--- src/rtl/aes_ctr_if.sv ---
// Stream, configuration and cipher-core signals of aes_ctr_ctrl.
// The slave modport is the controller's view. The master modport is the environment's view.
interface aes_ctr_if #(
  parameter int BLOCK_W = 128,
  parameter int CTR_W   = 32
);
  logic                       cfg_load;
  logic                       cfg_abort;
  logic                       cfg_mode;
  logic [BLOCK_W-1:0]         cfg_key;
  logic [BLOCK_W-CTR_W-1:0]   cfg_nonce;
  logic [CTR_W-1:0]           cfg_ctr0;
  logic                       in_valid;
  logic                       in_ready;
  logic [BLOCK_W-1:0]         in_data;
  logic                       in_last;
  logic                       out_valid;
  logic                       out_ready;
  logic [BLOCK_W-1:0]         out_data;
  logic                       out_last;
  logic                       core_start;
  logic [BLOCK_W-1:0]         core_key;
  logic [BLOCK_W-1:0]         core_block;
  logic                       core_done;
  logic [BLOCK_W-1:0]         core_result;
  logic                       busy;
  logic                       ctr_wrap;

  modport slave (
    input  cfg_load, cfg_abort, cfg_mode, cfg_key, cfg_nonce, cfg_ctr0,
           in_valid, in_data, in_last, out_ready, core_done, core_result,
    output in_ready, out_valid, out_data, out_last, core_start, core_key,
           core_block, busy, ctr_wrap
  );

  modport master (
    output cfg_load, cfg_abort, cfg_mode, cfg_key, cfg_nonce, cfg_ctr0,
           in_valid, in_data, in_last, out_ready, core_done, core_result,
    input  in_ready, out_valid, out_data, out_last, core_start, core_key,
           core_block, busy, ctr_wrap
  );
endinterface

--- src/rtl/aes_ctr_ctrl.sv ---
// ECB/CTR mode controller for an external block-cipher core.
// The controller handles one block at a time and has a managed counter with sticky wrap detection.
module aes_ctr_ctrl #(
  parameter int BLOCK_W = 128,
  parameter int CTR_W   = 32
) (
  input  logic        clk,
  input  logic        rst,
  aes_ctr_if.slave    bus
);
  localparam int NONCE_W = BLOCK_W - CTR_W;

  localparam logic [2:0] S_IDLE      = 3'd0;
  localparam logic [2:0] S_WAIT_IN   = 3'd1;
  localparam logic [2:0] S_CORE_REQ  = 3'd2;
  localparam logic [2:0] S_CORE_WAIT = 3'd3;
  localparam logic [2:0] S_OUT_HOLD  = 3'd4;

  logic [2:0]         state_q, state_d;
  logic [BLOCK_W-1:0] key_q, key_d;
  logic [NONCE_W-1:0] nonce_q, nonce_d;
  logic [CTR_W-1:0]   ctr_q, ctr_d;
  logic               mode_q, mode_d;
  logic               wrap_q, wrap_d;
  logic [BLOCK_W-1:0] pt_q, pt_d;
  logic               last_q, last_d;
  logic [BLOCK_W-1:0] blk_q, blk_d;
  logic [BLOCK_W-1:0] out_q, out_d;
  logic               busy_q, busy_d;

  always_comb begin
    state_d = state_q;
    key_d   = key_q;
    nonce_d = nonce_q;
    ctr_d   = ctr_q;
    mode_d  = mode_q;
    wrap_d  = wrap_q;
    pt_d    = pt_q;
    last_d  = last_q;
    blk_d   = blk_q;
    out_d   = out_q;
    // Abort freezes every data register, so a done or load in the same cycle is dropped.
    if (bus.cfg_abort) begin
      state_d = S_IDLE;
    end else begin
      case (state_q)
        S_IDLE: if (bus.cfg_load) begin
          key_d   = bus.cfg_key;
          nonce_d = bus.cfg_nonce;
          ctr_d   = bus.cfg_ctr0;
          mode_d  = bus.cfg_mode;
          wrap_d  = 1'b0;
          state_d = S_WAIT_IN;
        end
        S_WAIT_IN: if (bus.in_valid) begin
          pt_d    = bus.in_data;
          last_d  = bus.in_last;
          // Load the core block here so that it is already stable in the start cycle.
          blk_d   = mode_q ? {nonce_q, ctr_q} : bus.in_data;
          state_d = S_CORE_REQ;
        end
        S_CORE_REQ: state_d = S_CORE_WAIT;
        S_CORE_WAIT: if (bus.core_done) begin
          out_d = mode_q ? (bus.core_result ^ pt_q) : bus.core_result;
          if (mode_q) begin
            ctr_d = ctr_q + 1'b1;
            if (&ctr_q) wrap_d = 1'b1;
          end
          state_d = S_OUT_HOLD;
        end
        S_OUT_HOLD: if (bus.out_ready) state_d = last_q ? S_IDLE : S_WAIT_IN;
        default: state_d = S_IDLE;
      endcase
    end
    busy_d = (state_d != S_IDLE);
  end

  always_ff @(posedge clk or posedge rst) begin
    if (rst) begin
      state_q <= S_IDLE;
      key_q   <= '0;
      nonce_q <= '0;
      ctr_q   <= '0;
      mode_q  <= 1'b0;
      wrap_q  <= 1'b0;
      pt_q    <= '0;
      last_q  <= 1'b0;
      blk_q   <= '0;
      out_q   <= '0;
      busy_q  <= 1'b0;
    end else begin
      state_q <= state_d;
      key_q   <= key_d;
      nonce_q <= nonce_d;
      ctr_q   <= ctr_d;
      mode_q  <= mode_d;
      wrap_q  <= wrap_d;
      pt_q    <= pt_d;
      last_q  <= last_d;
      blk_q   <= blk_d;
      out_q   <= out_d;
      busy_q  <= busy_d;
    end
  end

  assign bus.in_ready   = (state_q == S_WAIT_IN);
  assign bus.out_valid  = (state_q == S_OUT_HOLD) && !bus.cfg_abort;
  assign bus.core_start = (state_q == S_CORE_REQ) && !bus.cfg_abort;
  assign bus.out_data   = out_q;
  assign bus.out_last   = last_q;
  assign bus.core_key   = key_q;
  assign bus.core_block = blk_q;
  assign bus.busy       = busy_q;
  assign bus.ctr_wrap   = wrap_q;
endmodule

--- src/flat_wrapper.sv ---
// flat-port wrapper written by rule: the top's interface ports become plain ports
module aes_ctr_ctrl_flat 
#(
  parameter int BLOCK_W = 128,
  parameter int CTR_W   = 32
)
  (clk, rst, bus_cfg_load, bus_cfg_abort, bus_cfg_mode, bus_cfg_key, bus_cfg_nonce, bus_cfg_ctr0, bus_in_valid, bus_in_data, bus_in_last, bus_out_ready, bus_core_done, bus_core_result, bus_in_ready, bus_out_valid, bus_out_data, bus_out_last, bus_core_start, bus_core_key, bus_core_block, bus_busy, bus_ctr_wrap);
  aes_ctr_if #(.BLOCK_W(BLOCK_W), .CTR_W(CTR_W)) bus_i ();
  input  logic clk;
  input  logic rst;
  input wire logic [$bits(bus_i.cfg_load)-1:0] bus_cfg_load;
  input wire logic [$bits(bus_i.cfg_abort)-1:0] bus_cfg_abort;
  input wire logic [$bits(bus_i.cfg_mode)-1:0] bus_cfg_mode;
  input wire logic [$bits(bus_i.cfg_key)-1:0] bus_cfg_key;
  input wire logic [$bits(bus_i.cfg_nonce)-1:0] bus_cfg_nonce;
  input wire logic [$bits(bus_i.cfg_ctr0)-1:0] bus_cfg_ctr0;
  input wire logic [$bits(bus_i.in_valid)-1:0] bus_in_valid;
  input wire logic [$bits(bus_i.in_data)-1:0] bus_in_data;
  input wire logic [$bits(bus_i.in_last)-1:0] bus_in_last;
  input wire logic [$bits(bus_i.out_ready)-1:0] bus_out_ready;
  input wire logic [$bits(bus_i.core_done)-1:0] bus_core_done;
  input wire logic [$bits(bus_i.core_result)-1:0] bus_core_result;
  output wire logic [$bits(bus_i.in_ready)-1:0] bus_in_ready;
  output wire logic [$bits(bus_i.out_valid)-1:0] bus_out_valid;
  output wire logic [$bits(bus_i.out_data)-1:0] bus_out_data;
  output wire logic [$bits(bus_i.out_last)-1:0] bus_out_last;
  output wire logic [$bits(bus_i.core_start)-1:0] bus_core_start;
  output wire logic [$bits(bus_i.core_key)-1:0] bus_core_key;
  output wire logic [$bits(bus_i.core_block)-1:0] bus_core_block;
  output wire logic [$bits(bus_i.busy)-1:0] bus_busy;
  output wire logic [$bits(bus_i.ctr_wrap)-1:0] bus_ctr_wrap;
  assign bus_i.cfg_load = bus_cfg_load;
  assign bus_i.cfg_abort = bus_cfg_abort;
  assign bus_i.cfg_mode = bus_cfg_mode;
  assign bus_i.cfg_key = bus_cfg_key;
  assign bus_i.cfg_nonce = bus_cfg_nonce;
  assign bus_i.cfg_ctr0 = bus_cfg_ctr0;
  assign bus_i.in_valid = bus_in_valid;
  assign bus_i.in_data = bus_in_data;
  assign bus_i.in_last = bus_in_last;
  assign bus_i.out_ready = bus_out_ready;
  assign bus_i.core_done = bus_core_done;
  assign bus_i.core_result = bus_core_result;
  assign bus_in_ready = bus_i.in_ready;
  assign bus_out_valid = bus_i.out_valid;
  assign bus_out_data = bus_i.out_data;
  assign bus_out_last = bus_i.out_last;
  assign bus_core_start = bus_i.core_start;
  assign bus_core_key = bus_i.core_key;
  assign bus_core_block = bus_i.core_block;
  assign bus_busy = bus_i.busy;
  assign bus_ctr_wrap = bus_i.ctr_wrap;
  aes_ctr_ctrl #(.BLOCK_W(BLOCK_W), .CTR_W(CTR_W)) u_core (.clk(clk), .rst(rst), .bus(bus_i));
endmodule
--- config.mk ---
export PLATFORM = sky130hd
export DESIGN_NAME = aes_ctr_ctrl_flat
export DESIGN_NICKNAME = d
export VERILOG_FILES = /design/src/rtl/aes_ctr_if.sv /design/src/rtl/aes_ctr_ctrl.sv /design/src/flat_wrapper.sv
export SDC_FILE = /design/constraint.sdc
export NUM_CORES = 1
export LEC_CHECK = 0
export ABC_AREA = 0
export ABC_CLOCK_PERIOD_IN_PS = 20800
export CORE_AREA = 2 2 355 357
export DETAILED_ROUTE_END_ITERATION = 8
export DIE_AREA = 0 0 357 359
export PLACE_DENSITY = 0.43
export REMOVE_ABC_BUFFERS = 1
export SLEW_MARGIN = 15
export SYNTH_ARGS = -nofsm -noshare
export SYNTH_HDL_FRONTEND = slang
export SYNTH_SLANG_ARGS = --single-unit
--- constraint.sdc ---
create_clock -name clk -period 20.8 [get_ports clk]
set_input_delay 4.16 -clock clk [delete_from_list [all_inputs] [get_ports clk]]
set_output_delay 4.16 -clock clk [all_outputs]
set_load 0.01 [all_outputs]
==> summary.txt <==
Power
  – Pwr/cell area: 120 nW/um^2
  – Peak VDD IR: 60.0 uV
  – Pleak: 0.0179 uW

Synth
  – Synthesis warning total: 0
  – Ys async rst share: 100%
  – Synth unique cells: 55
  – Top FF cell, synth: dfrtp_1
  – Seq/Total Area, Yosys: 58.9%
  – FF+latch count, synth: 647
  – Post-synth top area cell: dfrtp_1
  – Top-area cell type share of the netlist area: around three fifths
  – Area contributors post-synth: dfrtp_1 (59%), nand2_1 (11%), mux2_2 (5.3%), a21oi_1 (5.3%), mux2i_1 (4.7%)
  – Mapped cell area: 27500 sq um
  – EDFF count, synth: 0
  – Mean post-synth cell area: 9.95 sq um
  – Syn Inst Count: 2763

Setup path
  – Critical Path AT: 5.61 ns
  – Maximum fanout along the worst path: 7
  – R2r endpoint: u_core.bus.out_data[108]$_DFFE_PP0P_
  – CP max stage delay: about 0.59 ns
  – CP required: 16.64 ns
  – Critical path cell sequence: clkdlybuf4s50_1 > nor4_1 > clkdlybuf4s50_1
  – Setup crit end kind: primary output
  – Slowest CP cell: clkdlybuf4s50_1
  – CP Class: primary input to primary output
  – Crit start category: primary input
  – Most frequent CP cell: clkdlybuf4s50_1
  – Reg2Reg Setup Slack: 16.23 ns
  – Critical R2R Launch: u_core.mode_q$_DFFE_PP0P_
  – Worst Reg-to-Reg Cells: 7

Placed design
  – RD Place Congestion: between 0.7 and 0.8
  – Hpwl dp: 74.4 mm
  – Port Buf Inserts: 910

CTS
  – CTS max path bufs: 3
  – H-tree depth: 3
  – CTS tree: yes
  – Clock sink count: 647
  – Post-CTS Hold Buffers: 0
  – Worst-Skew Late Latency: 0.65 ns
  – Resize count post-CTS: 0
  – Post-CTS Setup Bufs: 0
  – Clk root buf: clkbuf_16
  – Clock-pin slew on the worst setup and hold paths: ~0.060 ns
  – CTS Buf Count: between 80 and 90

Hold path
  – Hold Path Sink: u_core.nonce_q[70]$_DFFE_PP0P_
  – Hold Path Origin: u_core.nonce_q[70]$_DFFE_PP0P_
  – Hold crit path type: register to register
  – Hold depth: 2

GRT
  – Grt ovf: 0
  – Vias in the first global route: 22.7k
  – First-pass GRT wire length: 154 mm
  – Total Routing Usage GR: 16.0%
  – Largest net degree at the start of global routing: 142
  – Antenna violations before repair: 27

Floorplanning
  – Die Y-Extent: roughly 360 microns
  – Core area: 125000 sq um
  – Die W: between 300 and 400 microns
  – Io pins: between 900 and 1k
  – FP Rows: between 100 and 150
  – Starting Density: 22.1%
  – Die area: between 100000 and 150000 sq um

Finish
  – Net count, final: 4137
  – Final Util: 33.0%
  – Area delta synth->final: 49.5%
  – Layout cells sized above 1: 8.45%
  – # fillers: 12.9k

STA
  – Worst slew pin tran: 1.02 ns
  – Fin Clk Skew: 0.0311 ns
  – Final worst-path cycle share: between 40% and 50%
  – Post-layout minimum cycle time: 9.77 ns
  – RSZ-0062 raised after global routing: no
  – Slew Limit Fails: 0
  – Finish-stage setup viols: 0
  – Min Hold Slack: 0.469 ns
  – Final hold violation count: 0
  – Rel. slew slack: 31.9%
  – Max Clk Rate: 0.102 GHz

Routing
  – Per-cell routed wire length: 19.7 microns
  – DRC viols: 0
  – Vias/cell: 4.17
  – Initial DRT Pass Iterations: 5
  – Final wirelength: ~110 mm
  – DRT antenna net count: 0
  – DRT iter0 DRCs: 1197
  – Via count: between 20k and 25k

Run
  – Max Cap Viol: 0

Outcome
  – Status: finished, final reports clean
-- placed cells by master, fill, tap and decap left out, types with 3 or more instances in the layout --
master / count
o22ai_1: 6
nor3_1: 5
a41oi_1: 4
mux2i_1: 130
a31oi_1: 4
and3_1: 7
buf_4: 30
clkinv_2: 10
o21ai_0: 21
diode_2: 15
and4_1: 4
inv_1: 7
nor2_1: 291
mux2_2: 129
nor4_1: 4
clkbuf_8: 25
bufinv_16: 5
a22oi_1: 3
nand3_1: 16
nand2_1: 827
clkbuf_16: 85
xor2_1: 128
a2bb2oi_1: 3
dfrtp_1: 646
nand4_1: 15
o22a_1: 6
clkbuf_1: 16
a21oi_1: 289
clkinvlp_4: 3
clkdlybuf4s50_1: 910
nand3b_1: 3
-- per-stage QoR --
step,total power [uW],instance area [sq um],worst slack (ns),setup TNS [ns],std cells
after floorplan,2640,26700,-1.49,-962.40,2587
after global placement,3440,38200,11.06,0,5179
after detailed placement,3450,38200,11.03,0,5179
after CTS,5010,41000,11.03,0,5330
after global routing,5220,41100,10.96,0,5343
final,4910,41100,11.03,0,5345
-- layout make-up --
type                            instances  area [sq um]  share of cell area (%)
Sequential cell                       647         16200                    39.4
Multi-Input combinational cell       1932         10500                    25.5
Timing Repair Buffer                  942          9370                    22.8
Clock buffer                          126          2530                    6.16
Tap cell                             1650          2060                    5.02
Clock inverter                         25           349                   0.850
Inverter                                8          37.5                  0.0914
Antenna cell                           15          37.5                  0.0914
-- flip-flops by register name (all words and copies together), names as in the netlist --
signal / count
u_core.bus.core_block: 128
u_core.bus.core_key: 128
u_core.mode_q: 1
u_core.state_q: 3
u_core.bus.out_last: 1
u_core.bus.ctr_wrap: 1
u_core.bus.out_data: 128
u_core.ctr_q: 32
u_core.nonce_q: 96
u_core.bus.busy: 1
u_core.pt_q: 128
-- how the worst max path moves through the flow --
| stage | from | end | slack, ns | depth (start not counted) |
|---|---|---|---|---|
| 6_report | bus_cfg_abort | bus_core_start | 11.03 | 3 |
| 5_1_grt | bus_cfg_abort | bus_core_start | 10.96 | 3 |
| 4_1_cts | bus_cfg_abort | bus_core_start | 11.03 | 3 |
| 3_5_place_dp | bus_cfg_abort | bus_core_start | 11.03 | 3 |
| 3_3_place_gp | bus_cfg_abort | bus_core_start | 11.06 | 3 |
| 2_1_floorplan | rst | u_core.bus.busy$_DFF_PP0_ | -1.49 | 1 |
-- worst max-delay path, delay by kind of cell --
kind                   cells  cell delay, ns
and+or+nand+nor            1            0.30
buffers and inverters      2            1.15
-- power breakdown --
group / switching [uW] / leakage [uW] / internal [uW]
sequential: 248 / 0.00786 / 1660
combinational: 691 / 0.00860 / 801
clock: 604 / 0.00141 / 907
-- kinds of logic (layout without fill, tap and decap cells) --
group	after synthesis	count (layout)	share of synthesized area, %
compound gates	353	353	6.90
xor+xnor	128	128	4.08
fa+ha+maj	1	1	0.0455
buf+inv	184	1101	2.99
flops	647	647	58.9
mux	259	259	10.0
other cells	0	15	0
simple gates	1191	1191	17.1
-- layer usage --
metal / routed length (microns) / track usage (%) / up-vias / part of all wire (%)
li1: - / - / 10800 / -
met1: 42800 / 19.2 / 10700 / 41
met2: 51300 / 26.6 / 668 / 49
met3: 8500 / 5.22 / 139 / 8.1
met4: 2480 / 5.57 / 22 / 2.4
met5: 121 / 0 / - / 0.11
-- cell usage after synthesis (all sizes together) (2+ instances only) --
library cell	number
nand3	17
buf	103
nor2	291
and4b	2
a2bb2oi	3
inv	8
a31oi	4
o21ai	21
o22a	6
xor2	128
and3	8
clkbuf	73
a22oi	3
nand4	16
dfrtp	647
nand3b	3
a31o	2
o22ai	6
and2	2
mux2i	130
a21oi	290
mux2	129
and4	5
o211ai	2
a41oi	4
or2	2
nor4	6
nand2	827
nor3	6
nor3b	2
(Power assumes the default switching activity.)
